--- config.mk ---
export PLATFORM = sky130hd
export DESIGN_NAME = moving_average_filter
export DESIGN_NICKNAME = d
export VERILOG_FILES = /design/src/rtl/moving_average_filter.sv
export SDC_FILE = /design/constraint.sdc
export NUM_CORES = 1
export LEC_CHECK = 0
export ABC_AREA = 1
export CORE_AREA = 3 3 103 105
export DETAILED_ROUTE_END_ITERATION = 16
export DIE_AREA = 0 0 106 108
export GPL_ROUTABILITY_DRIVEN = 0
export SYNTH_ARGS = -nofsm -noshare
export SYNTH_HDL_FRONTEND = slang
export SYNTH_SLANG_ARGS = --single-unit
--- constraint.sdc ---
create_clock -name clk -period 6.02 [get_ports clk]
set_input_delay 0.602 -clock clk [delete_from_list [all_inputs] [get_ports clk]]
set_output_delay 0.602 -clock clk [all_outputs]
set_load 0.005 [all_outputs]
--- src/rtl/moving_average_filter.sv ---
// moving_average_filter: sliding-window averager over the last 2**LOG2_DEPTH
// unsigned samples. A circular buffer holds the window and a running sum is
// kept exact with one subtract (oldest sample) and one add (new sample) per
// accepted input. Results are presented behind a valid/ready handshake.
// Optional build macro: MOVING_AVERAGE_ROUND_EN selects round-half-up for the
// average instead of plain truncation; out_sum is the same in both builds.
module moving_average_filter #(
   parameter int DATA_W = 8,
   parameter int LOG2_DEPTH = 3,
   localparam int SUM_W = DATA_W + LOG2_DEPTH
) (
   input  logic              clk,
   input  logic              rst_n,
   input  logic              clear,
   input  logic              in_valid,
   output logic              in_ready,
   input  logic [DATA_W-1:0] in_data,
   output logic              out_valid,
   input  logic              out_ready,
   output logic [DATA_W-1:0] out_data,
   output logic [SUM_W-1:0]  out_sum,
   output logic              window_full
);

   localparam int DEPTH = 2 ** LOG2_DEPTH;
   // A depth-1 window still needs a one-bit pointer; it simply never moves.
   localparam int PTR_W = (LOG2_DEPTH > 0) ? LOG2_DEPTH : 1;
   localparam int CNT_W = LOG2_DEPTH + 1;

   typedef enum logic {
      FILL = 1'b0,
      RUN  = 1'b1
   } state_t;

   state_t state, state_next;

   logic [PTR_W-1:0]  wp, wp_next;
   logic [CNT_W-1:0]  count, count_next;
   logic [SUM_W-1:0]  sum, sum_next;
   logic              out_valid_next;
   logic [DATA_W-1:0] oldest;
   logic              accept;
   logic              consume;

   logic [DATA_W-1:0] window_mem [DEPTH];

   // The output register can take a new result whenever it is empty or being drained.
   assign in_ready = !out_valid || out_ready;
   // clear wins over an offered sample: that sample is dropped, not accepted.
   assign accept   = in_valid && in_ready && !clear;
   assign consume  = out_valid && out_ready;

   // Next-state and datapath update: FILL only adds, RUN retires the oldest sample as well.
   always_comb begin
      state_next     = state;
      wp_next        = wp;
      count_next     = count;
      sum_next       = sum;
      out_valid_next = out_valid;
      oldest         = '0;

      if (clear) begin
         state_next     = FILL;
         wp_next        = '0;
         count_next     = '0;
         sum_next       = '0;
         out_valid_next = 1'b0;
      end else if (accept) begin
         out_valid_next = 1'b1;
         wp_next        = (wp == PTR_W'(DEPTH - 1)) ? '0 : wp + 1'b1;
         unique case (state)
            FILL: begin
               count_next = count + 1'b1;
               if (count_next == CNT_W'(DEPTH)) begin
                  state_next = RUN;
               end
            end
            RUN: begin
               oldest = window_mem[wp];
            end
            default: begin
               state_next = FILL;
            end
         endcase
         // The oldest sample is already part of sum, so the subtraction never underflows.
         sum_next = sum - SUM_W'(oldest) + SUM_W'(in_data);
      end else if (consume) begin
         out_valid_next = 1'b0;
      end
   end

   // State, pointer, count, running sum and result-valid registers.
   always_ff @(posedge clk or negedge rst_n) begin
      if (!rst_n) begin
         state     <= FILL;
         wp        <= '0;
         count     <= '0;
         sum       <= '0;
         out_valid <= 1'b0;
      end else begin
         state     <= state_next;
         wp        <= wp_next;
         count     <= count_next;
         sum       <= sum_next;
         out_valid <= out_valid_next;
      end
   end

   // Window storage has no reset; entries are only read after being written.
   always_ff @(posedge clk) begin
      if (accept) begin
         window_mem[wp] <= in_data;
      end
   end

   assign out_sum     = sum;
   assign window_full = (state == RUN);

`ifdef MOVING_AVERAGE_ROUND_EN
   // Adding half the divisor before the shift gives round-half-up; the extra bit keeps the carry.
   logic [SUM_W:0] rounded;
   assign rounded  = {1'b0, sum} + (SUM_W + 1)'(DEPTH / 2);
   assign out_data = DATA_W'(rounded >> LOG2_DEPTH);
`else
   assign out_data = DATA_W'(sum >> LOG2_DEPTH);
`endif

endmodule

==> impl_metrics.env <==
export IMPL_vias_per_cell=4.92
export IMPL_grt_pass1_wl_mm=15.5
export IMPL_die_y_um=108
export IMPL_synth_top_area_cell="edfxtp_1"
export IMPL_grt_max_degree=28
export IMPL_cts_hold_buf=0
export IMPL_finalCritPeriodShare_pct=58.2
export IMPL_postCtsResizedCells=0
export IMPL_min_period_ns=3.51
export IMPL_timing_hold_ws_ns=0.540
export IMPL_startpoint_type="flop"
export IMPL_cts_tree="yes"
export IMPL_synthesis_area_mm2=0.00433
export IMPL_dpl_hpwl_mm=6.75
export IMPL_antennaDiodeCount=0
export IMPL_setup_slack_ns=2.51
export IMPL_wl_mm=9.47
export IMPL_ios=35
export IMPL_drtIter0Drc=209
export IMPL_numPortBuffers=34
export IMPL_vias=3027
export IMPL_root_buffer="clkbuf_8"
export IMPL_p_leak_nw=2.04
export IMPL_detail_route_wl_per_cell_um=15.4
export IMPL_hold_viol_final=0
export IMPL_ant_nets=0
export IMPL_start_util_pct=44.5
export IMPL_final_common_cell="nand2_1"
export IMPL_syn_to_final_growth_pct=13.4
export IMPL_status="finished, final reports clean"
export IMPL_yosysSeqAreaShare_pct=55.9
export IMPL_setup_tns_ns=0
export IMPL_ir_drop_mv=0.163
export IMPL_clock_fmax_mhz=285
export IMPL_power_density_mw_per_mm2=302
export IMPL_ys_types=31
export IMPL_clk_pin_slew_ns=0.09
export IMPL_drc=0
export IMPL_grt_antenna_before_repair=0
export IMPL_cts_made_buffers=9
export IMPL_grt_pass1_vias=2929
export IMPL_ys_warn_count=0
export IMPL_firstDrtPassIters=4
export IMPL_synth_area_per_cell_um2=9.65
export IMPL_rsz0062_at_grt="no"
export IMPL_skew_ns=0.0109
export IMPL_final_cell_mix="nand2_1 (115), inv_1 (74), edfxtp_1 (64), clkdlybuf4s50_1 (34), a21oi_1 (33)"
export IMPL_hold_path_class="flop to flop"
export IMPL_grt_overflow=0
export IMPL_pre_cts_ws_ns=2.55
export IMPL_final_setup_viol_count=0
export IMPL_worstPathRequired_ns=6.28
export IMPL_final_core_util_pct=50.5
export IMPL_clk_path_buf_depth=2
export IMPL_nets=512
export IMPL_rows=36
export IMPL_die_width_um=106
export IMPL_clkLatencyLatePin_ns=0.36
export IMPL_die_area_mm2=0.0114
export IMPL_clkSinkCount=84
export IMPL_drv_slew=0
export IMPL_ys_ff_latch=84
export IMPL_maxCapViolations=0
export IMPL_synthTopCellsByArea="edfxtp_1 (44%), dfrtp_1 (12%), nand2_1 (10%)"
export IMPL_htreeDepth=3
export IMPL_cts_setup_buffers=0
export IMPL_nFillCells=912
export IMPL_synthCells=449
export IMPL_worst_path_max_fanout=19
export IMPL_worst_pin_slew_ns=0.943
export IMPL_grt_usage_pct=17.7
export IMPL_slew_headroom_pct=36.9
export IMPL_syn_nets=484
export IMPL_layout_drive_gt1_share_pct=5.81
export IMPL_finalPower_mw=1.48
export IMPL_crit_arrival_ns=3.77
export IMPL_critPathKind="flop to flop"
export IMPL_endpoint_kind="flop"
export IMPL_coreArea_mm2=0.00973
export IMPL_synth_top_area_share_pct=44.4
-- power by group --
part           internal [mW]  total, mW  switching (mW)
clock                  0.192      0.399           0.207
combinational          0.175      0.409           0.234
sequential             0.650      0.675          0.0250
-- through the flow --
stage | instances | instance area (um^2)
after global routing | 615 | 4910
final | 615 | 4910
after floorplan | 449 | 4330
after detailed placement | 599 | 4720
after global placement | 599 | 4720
after CTS | 615 | 4910
-- worst max-delay path, cell delays in order (launching register included) --
cell	delay (ns)
dfrtp_1	0.86
inv_1	0.41
a21oi_1	0.22
o21ai_1	0.08
a21oi_1	0.21
fa_1	0.48
fa_1	0.48
inv_1	0.10
nand3_1	0.07
nand3_1	0.15
nand2_1	0.10
nand2_1	0.08
nand2_1	0.05
nand3_1	0.06
nand2_1	0.05
-- synthesized netlist by cell type --
master / count
dfrtp_1: 20
a22oi_1: 1
nand3b_1: 2
inv_2: 1
clkbuf_1: 1
nor2_1: 28
a21oi_1: 33
ha_1: 14
nand2_1: 115
fa_1: 8
buf_6: 1
nand3_2: 3
nand3_1: 19
buf_4: 14
buf_2: 3
o22ai_1: 9
inv_1: 74
inv_4: 1
o22ai_2: 1
nor2_4: 1
o21ai_1: 4
nand4_1: 2
edfxtp_1: 64
a21oi_2: 1
o31ai_1: 1
o21ai_0: 20
nor3_4: 2
nor4_1: 2
xor2_1: 2
nand2_2: 1
buf_1: 1
-- cell type report --
class / count / area (um^2) / share of cell area (%)
Timing Repair Buffer: 37 / 363 / 7.38
Inverter: 76 / 288 / 5.86
Clock buffer: 10 / 128 / 2.60
Clock inverter: 6 / 63.8 / 1.30
Multi-Input combinational cell: 269 / 1480 / 30.2
Sequential cell: 84 / 2420 / 49.3
Tap cell: 133 / 166 / 3.39
-- metal layers --
metal / wire (um) / GRT usage, %
met1: 4620 / 25.1
met2: 4350 / 28.1
met3: 365 / 3.16
met4: 130 / 5.55
met5: 0 / 0
-- registers in the layout (all words and copies together), names as in the netlist --
register     cells
window_full      1
count            4
wp               3
out_sum         11
window_mem      64
out_valid        1
-- cells by family (layout without fill, tap and decap cells) --
| family | Yosys count | count (layout) | synth area share, % |
|---|---|---|---|
| buffers and inverters | 96 | 129 | 9.85 |
| XOR/XNOR | 2 | 2 | 0.404 |
| adder cells (fa/ha/maj) | 22 | 22 | 7.74 |
| flip-flops | 84 | 84 | 55.9 |
| AND/OR/NAND/NOR | 175 | 175 | 17.4 |
| AO/OA/AOI/OAI | 70 | 70 | 8.72 |
-- final timing paths --
path,start,to,slack [ns],cells after the start
max,wp[1],out_sum[8],2.51,14
min,out_sum[6],out_sum[6],0.54,2
max reg2reg,wp[1],out_sum[8],2.51,14
min reg2reg,out_sum[6],out_sum[6],0.54,2
max in group asynchronous,rst_n,out_sum[0],4.68,1
min in group asynchronous,rst_n,out_sum[8],0.76,1
(Power assumes the default switching activity.)
